<file path="src/rtl/flatten_l2_pkg.sv">
// Shared constants for the layer-2 flatten stage: memory select codes, widths, FSM states.
package flatten_l2_pkg;

    localparam int MAP_W = 32;
    localparam int MAP_H = 32;
    localparam int DW    = 20;
    localparam int AW    = 12;
    localparam int NPIX  = MAP_W * MAP_H;
    localparam int IDXW  = $clog2(NPIX);

    localparam logic [2:0] CSEL_NONE = 3'b000;
    localparam logic [2:0] CSEL_K0   = 3'b011;
    localparam logic [2:0] CSEL_K1   = 3'b100;
    localparam logic [2:0] CSEL_FLT  = 3'b101;

    typedef enum logic [2:0] {
        ST_IDLE,
        ST_RD,
        ST_CAP,
        ST_WR,
        ST_DONE
    } state_t;

endpackage

</file>
<file path="src/rtl/flatten_l2_addr_gen.sv">
// Pixel index / kernel-channel counters and the read/write addresses derived from them.
// Advances one element per step; no backpressure, the FSM paces it.
module flatten_l2_addr_gen
    import flatten_l2_pkg::*;
(
    input  logic          clk,
    input  logic          reset,
    input  logic          clear_i,
    input  logic          step_i,
    output logic          ch_o,
    output logic          last_o,
    output logic [AW-1:0] rd_addr_o,
    output logic [AW-1:0] wr_addr_o
);

    logic [IDXW-1:0] idx_q, idx_d;
    logic            ch_q, ch_d;

    always_comb begin
        idx_d = idx_q;
        ch_d  = ch_q;
        if (clear_i) begin
            idx_d = '0;
            ch_d  = 1'b0;
        end else if (step_i) begin
            // kernel1 follows kernel0 for the same pixel, then move to the next pixel
            ch_d = ~ch_q;
            if (ch_q) begin
                idx_d = idx_q + IDXW'(1);
            end
        end
    end

    always_ff @(posedge clk) begin
        if (reset) begin
            idx_q <= '0;
            ch_q  <= 1'b0;
        end else begin
            idx_q <= idx_d;
            ch_q  <= ch_d;
        end
    end

    assign ch_o      = ch_q;
    assign last_o    = (idx_q == IDXW'(NPIX - 1)) && ch_q;
    assign rd_addr_o = AW'(idx_q);
    assign wr_addr_o = AW'({idx_q, ch_q});

endmodule

</file>
<file path="src/rtl/flatten_l2.sv">
// Interleaves the two pooled maps into the flatten memory, one element every 3 cycles.
// All outputs registered one cycle behind the FSM state; start is ignored while busy.
module flatten_l2
    import flatten_l2_pkg::*;
(
    input  logic          clk,
    input  logic          reset,
    input  logic          start,
    output logic          busy,
    output logic          done,
    output logic          crd,
    output logic [AW-1:0] caddr_rd,
    input  logic [DW-1:0] cdata_rd,
    output logic          cwr,
    output logic [AW-1:0] caddr_wr,
    output logic [DW-1:0] cdata_wr,
    output logic [2:0]    csel
);

    state_t          state_q, state_d;
    logic            busy_q, busy_d;
    logic            done_q, done_d;
    logic            crd_q, crd_d;
    logic            cwr_q, cwr_d;
    logic [2:0]      csel_q, csel_d;
    logic [AW-1:0]   caddr_rd_q, caddr_rd_d;
    logic [AW-1:0]   caddr_wr_q, caddr_wr_d;
    logic [DW-1:0]   cdata_wr_q, cdata_wr_d;

    logic            ch;
    logic            last;
    logic [AW-1:0]   rd_addr;
    logic [AW-1:0]   wr_addr;

    flatten_l2_addr_gen u_addr_gen (
        .clk       (clk),
        .reset     (reset),
        .clear_i   (state_q == ST_IDLE),
        .step_i    (state_q == ST_WR),
        .ch_o      (ch),
        .last_o    (last),
        .rd_addr_o (rd_addr),
        .wr_addr_o (wr_addr)
    );

    always_comb begin
        state_d    = state_q;
        busy_d     = busy_q;
        done_d     = 1'b0;
        crd_d      = 1'b0;
        cwr_d      = 1'b0;
        csel_d     = CSEL_NONE;
        caddr_rd_d = caddr_rd_q;
        caddr_wr_d = caddr_wr_q;
        cdata_wr_d = cdata_wr_q;
        case (state_q)
            ST_IDLE: begin
                if (start) begin
                    state_d = ST_RD;
                    busy_d  = 1'b1;
                end
            end
            ST_RD: begin
                crd_d      = 1'b1;
                csel_d     = ch ? CSEL_K1 : CSEL_K0;
                caddr_rd_d = rd_addr;
                state_d    = ST_CAP;
            end
            ST_CAP: begin
                crd_d   = 1'b1;
                csel_d  = csel_q;
                state_d = ST_WR;
            end
            ST_WR: begin
                // read data is valid during the CAP output cycle, which ends at this edge
                cwr_d      = 1'b1;
                csel_d     = CSEL_FLT;
                caddr_wr_d = wr_addr;
                cdata_wr_d = cdata_rd;
                state_d    = last ? ST_DONE : ST_RD;
            end
            ST_DONE: begin
                done_d  = 1'b1;
                busy_d  = 1'b0;
                state_d = ST_IDLE;
            end
            default: state_d = ST_IDLE;
        endcase
    end

    always_ff @(posedge clk) begin
        if (reset) begin
            state_q    <= ST_IDLE;
            busy_q     <= 1'b0;
            done_q     <= 1'b0;
            crd_q      <= 1'b0;
            cwr_q      <= 1'b0;
            csel_q     <= CSEL_NONE;
            caddr_rd_q <= '0;
            caddr_wr_q <= '0;
            cdata_wr_q <= '0;
        end else begin
            state_q    <= state_d;
            busy_q     <= busy_d;
            done_q     <= done_d;
            crd_q      <= crd_d;
            cwr_q      <= cwr_d;
            csel_q     <= csel_d;
            caddr_rd_q <= caddr_rd_d;
            caddr_wr_q <= caddr_wr_d;
            cdata_wr_q <= cdata_wr_d;
        end
    end

    assign busy     = busy_q;
    assign done     = done_q;
    assign crd      = crd_q;
    assign cwr      = cwr_q;
    assign csel     = csel_q;
    assign caddr_rd = caddr_rd_q;
    assign caddr_wr = caddr_wr_q;
    assign cdata_wr = cdata_wr_q;

endmodule

</file>
<file path="config.mk">
export PLATFORM = sky130hd
export DESIGN_NAME = flatten_l2
export DESIGN_NICKNAME = d
export VERILOG_FILES = /design/src/rtl/flatten_l2_pkg.sv /design/src/rtl/flatten_l2_addr_gen.sv /design/src/rtl/flatten_l2.sv
export SDC_FILE = /design/constraint.sdc
export NUM_CORES = 1
export LEC_CHECK = 0
export CAP_MARGIN = 25
export CORE_MARGIN = 2
export CORE_UTILIZATION = 46
export CTS_CLUSTER_DIAMETER = 40
export DETAILED_ROUTE_END_ITERATION = 10
export GPL_ROUTABILITY_DRIVEN = 0
export PLACE_DENSITY = 0.9
export SETUP_SLACK_MARGIN = 0.1
export SLEW_MARGIN = 30
export SYNTH_ARGS = -nofsm -noshare
export SYNTH_HDL_FRONTEND = slang
export SYNTH_SLANG_ARGS = --single-unit
</file>
<file path="constraint.sdc">
create_clock -name clk -period 2.1 [get_ports clk]
set_clock_uncertainty 0.05 [all_clocks]
set_input_delay 0.525 -clock clk [delete_from_list [all_inputs] [get_ports clk]]
set_output_delay 0.525 -clock clk [all_outputs]
set_load 0.05 [all_outputs]
</file>
Word-level counts from Yosys, hierarchy flattened
Cells that the tools add are included.
{ "totals": {"reg_bits": 62, "latchBits": 0, "ramBits": 0, "romBits": 0, "inputBits": 23, "out_inout_bits": 51, "word_cells": 36, "mem_count": 0} }
{ "op_classes": {"n_addsub": 1, "n_mul": 0, "n_div": 0, "magnitude_cmp": 0, "n_eq_ne": 6, "n_shift": 0, "n_mux": 10, "bitwise": 1, "reduce_logical": 7} }
{ "ops": {"columns": ["cell", "n"], "rows": [
  ["$pmux W3 S4", 1],
  ["$add A10 B1 Y10 const B", 1],
  ["$eq A10 B10 Y1 const B", 1],
  ["$mux W3", 3],
  ["$pmux W3 S3", 1],
  ["$eq A3 B2 Y1 const B", 2],
  ["$mux W1", 4],
  ["$reduce_and A2 Y1", 2],
  ["$reduce_or A2 Y1", 2],
  ["$eq A3 B1 Y1 const B", 1],
  ["$eq A3 B3 Y1 const B", 1],
  ["$logic_not A3 Y1", 1],
  ["$ne A2 B2 Y1 const B", 1],
  ["$pmux W1 S2", 1],
  ["$reduce_bool A2 Y1", 1],
  ["$logic_and A1 B1 Y1", 1],
  ["$not A1 Y1", 1]
]} }

Depth between registers and ports, before layout
{ "logic_depth": {"depth_word": 4, "ltp_mapped": 5, "mapped_depth_nobuf": 4} }

Modules after synthesis
Synthesis repeated with hierarchy kept, for this count alone.
{ "hier_totals": {"hier_cells": 303, "hier_area_um2": 2526.2} }
{ "modules_own_cells": {"columns": ["module", "instances", "cells_per_inst", "area_each_um2", "seq_area_each_um2"], "rows": [
  ["flatten_l2", 1, 232, 1916.8, 1081.0],
  ["flatten_l2_addr_gen", 1, 71, 609.3, 220.2]
]} }

Worst setup path after synthesis
Ideal clock, no wire load.
{ "synth_path": {"path_kind": "register to register", "startpoint": "reg u_addr_gen.idx_q[0]", "endpoint": "reg u_addr_gen.idx_q[8]", "setup_time_ns": 0.121, "t_arrival_ns": 1.299, "required_ns": 1.929, "path_slack_ns": 0.630, "path_stages_with_launch": 5, "path_buffers": 0, "synth_period_minus_slack_ns": 1.470, "path_cell_list": "dfxtp_1 > ha_1 > nand3_1 > nor4_1 > mux2_2"} }
{ "synth_via": {"elab_chain_len": 1} }
{ "synth_rtl": {"columns": ["item", "line_no", "text"], "rows": [
  ["start: declaration", "flatten_l2_addr_gen.sv:16", "logic [IDXW-1:0] idx_q, idx_d;"],
  ["start signal: assignment", "flatten_l2_addr_gen.sv:39", "idx_q <= idx_d;"],
  ["$add A10 B1 Y10", "flatten_l2_addr_gen.sv:29", "idx_d = idx_q + IDXW'(1);"]
]} }
Every way passes these cells.
A chain may end at the register's enable or synchronous reset.

Worst setup path in the final report
{ "layout_path": {"startpoint": "reg caddr_wr_q[2], in the netlist caddr_wr[2]", "endpoint": "out caddr_wr[2]"} }
{ "layout_rtl": {"columns": ["item", "line_no", "text"], "rows": [
  ["start: declaration", "flatten_l2.sv:27", "logic [AW-1:0] caddr_wr_q, caddr_wr_d;"],
  ["start signal: assignment", "flatten_l2.sv:110", "caddr_wr_q <= caddr_wr_d;"],
  ["end: declaration", "flatten_l2.sv:15", "output logic [AW-1:0] caddr_wr,"]
]} }
No word-level cell between the ends.

==> impl_metrics.sql <==
INSERT INTO impl_metrics (metric_group, metric, value, unit) VALUES
('critical_path', 'cell_at_the_slowest_stage_of_the_critical_path', 'dlygate4sd2_1', ''),
('routing', 'routed-via-count', '2108', ''),
('critical_path', 'critPathRequiredTime', '1.52', 'ns'),
('finish', 'layout.cells.most_common', 'nand2_1', ''),
('critical_path', 'critical_path.max_stage_delay', '0.53', 'ns'),
('yosys', 'async_flop_share', '0', '%'),
('pwr', 'totalPowerFinal', '2.36', 'mW'),
('floorplanning', 'die_width', '75.5', 'um'),
('floorplanning', 'die_h', '75.5', 'um'),
('finish', 'final-instance-count-excl-fill', '415', ''),
('critical_path', 'timing.setup.critical_path_class', 'reg2out', ''),
('sta', 'post-route-period-util', '85.3', '%'),
('global_route', 'antenna_found_initial', '0', ''),
('global_route', 'first_global_vias', '1852', ''),
('global_route', 'gr-total-overflow', '0', ''),
('place', 'pre_cts_slack', '0.343', 'ns'),
('sta', 'slew_headroom', '65.9', '%'),
('routing', 'detail_route.vias_per_cell', '5.08', ''),
('pwr', 'peakVddDrop', '450', 'uV'),
('finish', 'layout_overhead_on_the_synthesized_area', '35.3', '%'),
('pwr', 'power.clock.fraction', '36.0', '%'),
('critical_path', 'critical_path_peak_fanout', '2', ''),
('global_route', 'grt_max_degree', '24', ''),
('routing', 'wl', '5.25', 'mm'),
('pwr', 'p_int', '1.75', 'mW'),
('yosys', 'syn_area', '0.00235', 'mm2'),
('pwr', 'comb_power_share', '11.8', '%'),
('sta', 'clock.fmax', '0.558', 'GHz'),
('clock_network', 'clkSinkCount', '62', ''),
('critical_path', 'cp_num_cells', '1', ''),
('place', 'buffer_ports.inserted', '70', ''),
('routing', 'route.antenna.remaining_nets', '0', ''),
('sta', 'report.final.setup_viol', '0', ''),
('pwr', 'sw_frac_of_total', '25.9', '%'),
('yosys', 'synth_sequential_area_ratio', '52.9', '%'),
('critical_path', 'crit_path_start_kind', 'register', ''),
('clock_network', 'cts_setup_buffers', '0', ''),
('clock_network', 'cts.path.max_buffers', '2', ''),
('floorplanning', 'design.die.area', '0.00569', 'mm2'),
('critical_path', 'r2r_cells', '4', ''),
('sta', 'timing.final.ws_setup', '0.309', 'ns'),
('routing', 'drt_first_iter_violations', '110', ''),
('sta', 'hold_viol', '0', ''),
('yosys', 'synth_enable_flop_cells', '0', ''),
('hold_path', 'worstHoldPathType', 'reg2reg', ''),
('routing', 'drt_first_pass_iters', '4', ''),
('floorplanning', 'coreArea', '0.00501', 'mm2'),
('clock_network', 'cts.hold.buffers_added', '0', ''),
('clock_network', 'htree_levels', '3', ''),
('status', 'run_status', 'finished, final reports clean', ''),
('floorplanning', 'initial_core_util', '46.9', '%'),
('yosys', 'synth-seq-cells', '62', ''),
('sta', 'worst_pin_slew', '0.508', 'ns'),
('floorplanning', 'core.rowCount', '26', ''),
('critical_path', 'worstPathArrival', '1.22', 'ns'),
('critical_path', 'endpoint_kind', 'output port', ''),
('clock_network', 'cts-root-buf', 'clkbuf_8', ''),
('critical_path', 'critical_path.cell_chain', 'dlygate4sd2_1', ''),
('yosys', 'synth_warn', '0', ''),
('place', 'dp.final_hpwl', '3.71', 'mm'),
('finish', 'antenna-diode-count', '0', ''),
('pwr', 'power_share_of_the_sequential_group', '52.2', '%'),
('critical_path', 'critical_path.n_buffers_inverters', '1', ''),
('clock_network', 'worstSkewPairLatency', '0.33', 'ns'),
('finish', 'final_cell_mix', '65 x nand2_1, 62 x dfxtp_1, 43 x dlygate4sd2_1', ''),
('pwr', 'cellLeakagePower', '1.32', 'nW'),
('sta', 'rsz0062_at_grt', 'no', ''),
('global_route', 'grt_first_pass_wirelength', '8.15', 'mm'),
('finish', 'drive_gt1_share', '9.28', '%'),
('global_route', 'grt.total_usage', '19.2', '%'),
('routing', 'drc', '0', '');
-- cell families after synthesis --
group	after synthesis	synth area share [%]
flip-flops	62	52.9
other	1	0.160
AO/OA/AOI/OAI	52	11.7
adder cells (fa/ha/maj)	1	0.533
multiplexers	12	5.22
buffers and inverters	27	5.86
XOR/XNOR	3	1.12
AND/OR/NAND/NOR	115	22.6
-- metrics by stage --
step | hold slack [ns] | utilization, % | area (um2)
2_1_floorplan | 0.408 | - | 2360
3_3_place_gp | 0.392 | 61.4 | 3080
3_5_place_dp | 0.396 | 61.4 | 3080
4_1_cts | 0.403 | 63.4 | 3180
5_1_grt | 0.416 | 63.4 | 3180
6_report | 0.400 | 63.4 | 3180
-- synthesized netlist by cell type (2+ instances only) --
library cell	count	area [um2]
inv_1	4	15.0
nand3_1	6	30.0
nor2_1	15	56.3
o21ai_0	6	30.0
a211oi_1	2	15.0
nor3_1	7	35.0
or3_1	4	25.0
nand2_1	65	244
mux2i_1	10	100
nand4_1	2	12.5
or4_1	3	22.5
xnor2_1	2	17.5
mux2_2	2	22.5
nor4_1	5	31.3
buf_2	5	25.0
buf_4	8	60.1
a21oi_1	40	200
o31ai_1	3	22.5
clkbuf_1	9	33.8
dfxtp_1	62	1240
nor3b_1	4	30.0
-- flip-flops by register name, summed over array words and instances, names as in the netlist --
name and count:
caddr_wr 11, busy 1, cdata_wr 20, caddr_rd 10
done 1, crd 1, csel 3, u_addr_gen.idx_q 10
cwr 1, state_q 3, u_addr_gen.ch_o 1
-- worst reg2reg max path, cell delays in order, from the launching register on --
cell      delay (ns)
dfxtp_1         0.61
nand4b_1        0.21
buf_4           0.21
or4_1           0.51
a21oi_1         0.14
-- power groups by stage --
stage	clock, mW	sequential [mW]	combinational [mW]
detailed placement	0	1.25	0.293
global placement	0	1.25	0.290
global route	0.912	1.23	0.298
CTS	0.876	1.23	0.280
finish	0.848	1.23	0.278
floorplan	0	1.31	0.137
-- final cells by class --
type	count	area, um2
repair buffers	79	697
flip-flops and latches	62	1240
clock buffers	12	145
fillers	480	1830
clock inverters	2	10.0
inverters	4	15.0
well taps	70	87.6
multi-input cells	186	982
-- path summary, 6_finish.rpt --
path | slack (ns) | startpoint | endpoint
worst min register to register | 0.40 | cdata_wr[0] | cdata_wr[0]
worst max-delay path | 0.31 | caddr_wr[2] | caddr_wr[2]
worst max register to register | 0.32 | state_q[1] | u_addr_gen.idx_q[7]
worst min-delay path | 0.40 | cdata_wr[0] | cdata_wr[0]
-- layer usage --
| metal | vias to the layer above | wire [um] | global-route usage [%] |
|---|---|---|---|
| met3 | 9 | 240 | 5.16 |
| li1 | 1056 | - | - |
| met4 | 0 | 104 | 11.1 |
| met5 | - | 0 | 0 |
| met2 | 63 | 2600 | 30.4 |
| met1 | 980 | 2300 | 23.6 |
-- timing repair --
item,4_1_cts,5_1_grt
gates resized for setup,43,0
hold endpoints to repair,0,0
setup endpoints to repair,43,0
Note: power is estimated with default switching activity, not from simulation.
==> RTL change 1 (config.mk and constraints unchanged) <==
Reset style: asynchronous (`reset`), changed in 2 clocked blocks.
--- a/src/rtl/flatten_l2_addr_gen.sv
+++ b/src/rtl/flatten_l2_addr_gen.sv
@@ -31,7 +31,7 @@
         end
     end
 
-    always_ff @(posedge clk) begin
+    always_ff @(posedge clk or posedge reset) begin
         if (reset) begin
             idx_q <= '0;
             ch_q  <= 1'b0;
--- a/src/rtl/flatten_l2.sv
+++ b/src/rtl/flatten_l2.sv
@@ -88,7 +88,7 @@
         endcase
     end
 
-    always_ff @(posedge clk) begin
+    always_ff @(posedge clk or posedge reset) begin
         if (reset) begin
             state_q    <= ST_IDLE;
             busy_q     <= 1'b0;
Function: differs if reset is asserted again (counterexample within 4 cycles, from zero or initial values and one cycle with reset high); with reset held inactive, the same outputs for 10 cycles.
==> RTL change 1 against the unedited design <==
Sequential cell count is the same; largest cell class unchanged; sequential share of layout area grew 6.2 points; critical endpoint is now state_q[0]; wire length grew 2.5%; area after synthesis grew 7.9%; maximum frequency shrank 3.9%; final area grew 8.0%; worst setup slack lost 0.073 ns.
Power is not compared: it rests on default switching activity, and its combinational part moved more than twofold at a synthesized area within 25%.
==> RTL change 1: results (changes against the unedited design) <==
Final nets 349 (was 366); drt first pass iters 4 (unchanged); Worst Path Max Fanout 5 (was 2); Post-synth top flop dfrtp_1 (was dfxtp_1); Total GRT Usage 0.192 (about the same); Distinct cells, synth 37 (was 30); Syn Inst Count 251 (was 273); Seq/Total Area, Yosys 0.612 (was 0.529); Cells after DPL 386 (was 401); fmax 0.537 GHz (was 0.558 GHz); ys async rst share 1.00 (was 0); Vias/cell 5.01 (was 5.08); DR iter-0 viols 127 (was 110); R2R cell count 5 (was 4); most frequent cells after synthesis 94 x nand2_1, 62 x dfrtp_1, 13 x a21oi_1 (was 65 x nand2_1, 62 x dfxtp_1, 40 x a21oi_1); vias in the first global route 1993 (was 1852); hpwl dp 4030 µm (was 3710 µm); Worst-Margin Slew 0.529 ns (was 0.508 ns); largest net degree at the start of global routing 29 (was 24); number of port buffers 70 (unchanged); vias after detailed routing 2015 (was 2108); # fillers 432 (was 480); first-pass GRT wire length 9100 µm (was 8150 µm); outcome finished clean (unchanged); CTS buffer count 9 (unchanged); CP arrival 2.01 ns (was 1.22 ns); Total Wirelength 5380 µm (was 5250 µm); largest cells by area after synthesis dfrtp_1 61%, nand2_1 14%, mux2_2 4.0% (was dfxtp_1 53%, nand2_1 10%, a21oi_1 8.5%); fraction of layout cells with a size suffix above 1 0.158 (was 0.0928); FF/Latch Area 1550 µm² (was 1240 µm²); Placed Area 3280 µm² (was 3080 µm²)
[RTL change 1: changes by cell type in the layout (fill, tap and decap cells not counted), moves of 9 or more]
cell           change
nand2_1           +29
mux2i_1           -10
dlygate4sd2_1      -9
dfxtp_1           -62
a21oi_1           -27
dfrtp_1           +62
[RTL change 1: area by class of cell]
| type | count | share of cell area |
|---|---|---|
| Sequential cell | 62 | 0.452 |
| Inverter | 7 | 0.00911 |
| Clock inverter | 6 | 0.0182 |
| Timing Repair Buffer | 75 | 0.200 |
| Multi-Input combinational cell | 170 | 0.257 |
| Clock buffer | 10 | 0.0372 |
| Tap cell | 72 | 0.0262 |
[RTL change 1: final timing paths]
kind,from,to,slack (ns)
hold reg to reg,cdata_wr[17],cdata_wr[17],0.42
min in group asynchronous,reset,busy,0.53
hold / removal,cdata_wr[17],cdata_wr[17],0.42
setup / recovery,u_addr_gen.idx_q[0],state_q[0],0.24
max in group asynchronous,reset,state_q[0],0.99
setup reg to reg,u_addr_gen.idx_q[0],state_q[0],0.24
[RTL change 1: kinds of logic after synthesis]
family / share of synthesized area
AOI/OAI and AO/OA: 0.0696
xor gates and xnor gates: 0.0138
adders and majority gates: 0.00494
buffers and inverters: 0.0424
DFF: 0.612
muxes: 0.0444
other: 0.00148
and+or+nand+nor: 0.211
[RTL change 1: critical path, cell delays in order, from the launching register on]
cell and delay (ns):
dfrtp_1 0.46, ha_1 0.22, nand3_1 0.17, or4_1 0.56, a21oi_1 0.20, nor2_1 0.07
[RTL change 1: per-layer routing]
metal  up-vias  GRT usage  share of wire
li1        961          -              -
met1       974      0.238           0.43
met2        65      0.310           0.49
met3        15     0.0494          0.048
met4         0      0.102          0.028
met5         -          0              0
[RTL change 1: report_power, final]
part	switching, mW	total (mW)	internal, mW
Clock	0.443	0.989	0.545
Combinational	1.72	2.37	0.643
Sequential	0.240	1.77	1.53
[RTL change 1: timing repair]
action                     CTS  global route
hold buffers                 0             0
hold endpoints to repair     0             0
setup endpoints to repair   34             0
resized for setup           34             0
[RTL change 1: stage by stage]
step	utilization	hold slack (ns)	power (mW)	setup WS [ns]
2_1_floorplan	-	0.438	3.55	0.531
3_3_place_gp	0.608	0.406	4.28	0.322
3_5_place_dp	0.608	0.413	4.36	0.271
4_1_cts	0.635	0.425	5.17	0.256
5_1_grt	0.635	0.449	5.43	0.108
6_report	0.635	0.419	5.12	0.236
==> RTL change 2 (same flow settings) <==
Without the edit above. `MAP_H`: 32 -> 64.
--- a/src/rtl/flatten_l2_pkg.sv
+++ b/src/rtl/flatten_l2_pkg.sv
@@ -2,7 +2,7 @@
 package flatten_l2_pkg;
 
     localparam int MAP_W = 32;
-    localparam int MAP_H = 32;
+    localparam int MAP_H = 64;
     localparam int DW    = 20;
     localparam int AW    = 12;
     localparam int NPIX  = MAP_W * MAP_H;
Formal check against the unedited RTL: same outputs for any inputs over 10 cycles, from zero or initial values and one cycle with reset high; that may be too few to reach the edited logic, so the function may still have changed.
==> RTL change 2 against the unedited design <==
Wire length up 6.4%; final area up 6.0%; global-route usage up 0.097 points; area after synthesis up 6.3%; sequential cell count up 3; hold slack better by 0.00070 ns; non-clock buffer count up 2; critical path depth unchanged; worst setup slack worse by 0.013 ns; maximum frequency down 0.71%.
Power is not compared: it rests on default switching activity, and its combinational part moved more than twofold at a synthesized area within 25%.
==> RTL change 2: results (changes against the unedited design) <==
outcome finished clean (unchanged); Final nets 381 (was 366); vias in the first global route 1959 (was 1852); Critical Path Start caddr_rd[0] (was caddr_wr[2]); R2R cell count 3 (was 4); Distinct cells, synth 38 (was 30); crit path to caddr_rd[0] (was caddr_wr[2]); drt first pass iters 4 (unchanged); first-pass GRT wire length 9160 µm (was 8150 µm); synthesized area per cell 8.76 µm² (was 8.60 µm²); Tcrit/Tclk final 0.859 (was 0.853); Critical-path top delay cell dlygate4sd2_1 (unchanged); hpwl dp 3830 µm (was 3710 µm); Seq/Total Area, Yosys 0.521 (was 0.529); Slew headroom 0.650 (was 0.659); Skew-Pair Late Insertion Delay 0.33 ns (about the same); most frequent cells after synthesis 70 x nand2_1, 65 x dfxtp_1, 41 x a21oi_1 (was 65 x nand2_1, 62 x dfxtp_1, 40 x a21oi_1); largest net degree at the start of global routing 34 (was 24); fraction of layout cells with a size suffix above 1 0.105 (was 0.0928); Total GRT Usage 0.193 (was 0.192); Vias/cell 4.97 (was 5.08); DR iter-0 viols 77 (was 110); Post-synth top flop dfxtp_1 (unchanged); number of port buffers 72 (was 70); crit-path max cell delay 0.55 ns (was 0.53 ns); RR Startpoint u_addr_gen.ch_o (was state_q[1]); DR WL/cell 12.9 µm (was 12.7 µm); Placed Area 3250 µm² (was 3080 µm²); reg-to-reg endpoint u_addr_gen.idx_q[9] (was u_addr_gen.idx_q[7]); non-filler instance count after layout 432 (was 415); Cells after DPL 416 (was 401); largest cells by area after synthesis dfxtp_1 52%, nand2_1 11%, a21oi_1 8.2% (was dfxtp_1 53%, nand2_1 10%, a21oi_1 8.5%); R2R Setup Slk 0.37 ns (was 0.32 ns)
## RTL change 2: cell count changes after synthesis, sizes merged, moves of 3 or more
| cell | before | now |
|---|---|---|
| nand2 | 65 | 70 |
| clkbuf | 9 | 5 |
| nor2 | 15 | 19 |
| dfxtp | 62 | 65 |
## RTL change 2: per-layer routing
layer,part of all wire,track usage,up-vias
met5,0,0,-
met3,0.050,0.0384,12
li1,-,-,1103
met2,0.48,0.321,58
met4,0.024,0.111,0
met1,0.45,0.232,973
## RTL change 2: cells by family after synthesis
| group | Yosys count | share of synthesized area |
|---|---|---|
| simple gates | 125 | 0.242 |
| flops | 65 | 0.521 |
| compound gates | 52 | 0.111 |
| buf+inv | 23 | 0.0471 |
| mux | 15 | 0.0617 |
| xor+xnor | 3 | 0.0105 |
| fa+ha+maj | 1 | 0.00501 |
| other cells | 1 | 0.00150 |
## RTL change 2: worst min path at each step
stage | depth (start not counted) | startpoint | to | slack [ns]
5_1_grt | 2 | cdata_wr[11] | cdata_wr[11] | 0.42
6_report | 2 | cdata_wr[11] | cdata_wr[11] | 0.40
4_1_cts | 2 | caddr_wr[11] | caddr_wr[11] | 0.40
2_1_floorplan | 2 | u_addr_gen.idx_q[9] | caddr_wr[10] | 0.42
3_5_place_dp | 2 | caddr_wr[11] | caddr_wr[11] | 0.40
3_3_place_gp | 2 | caddr_wr[3] | caddr_wr[3] | 0.39
## RTL change 2: timing repair
item / in CTS / in global routing
endpoints found under the hold margin: 0 / 0
setup endpoints to repair: 47 / 0
hold buffers: 0 / 0
resized for setup: 47 / 0
## RTL change 2: area by class of cell
class	instances	area, µm²
Clock inverter	3	15.0
Fill cell	459	1800
Multi-Input combinational cell	197	1080
Sequential cell	65	1300
Timing Repair Buffer	81	717
Tap cell	70	87.6
Clock buffer	13	159
Inverter	3	11.3
## RTL change 2: worst reg2reg max path: stages, from the launching register on
cell and delay, ns:
dfxtp_1 0.49, nand4b_4 0.29, nor4_1 0.42, mux2_2 0.37
## RTL change 2: where the power goes
group	switching (mW)	internal (mW)	total, mW
Combinational	0.464	0.233	0.697
Clock	0.447	0.488	0.935
Sequential	0.0386	1.30	1.34
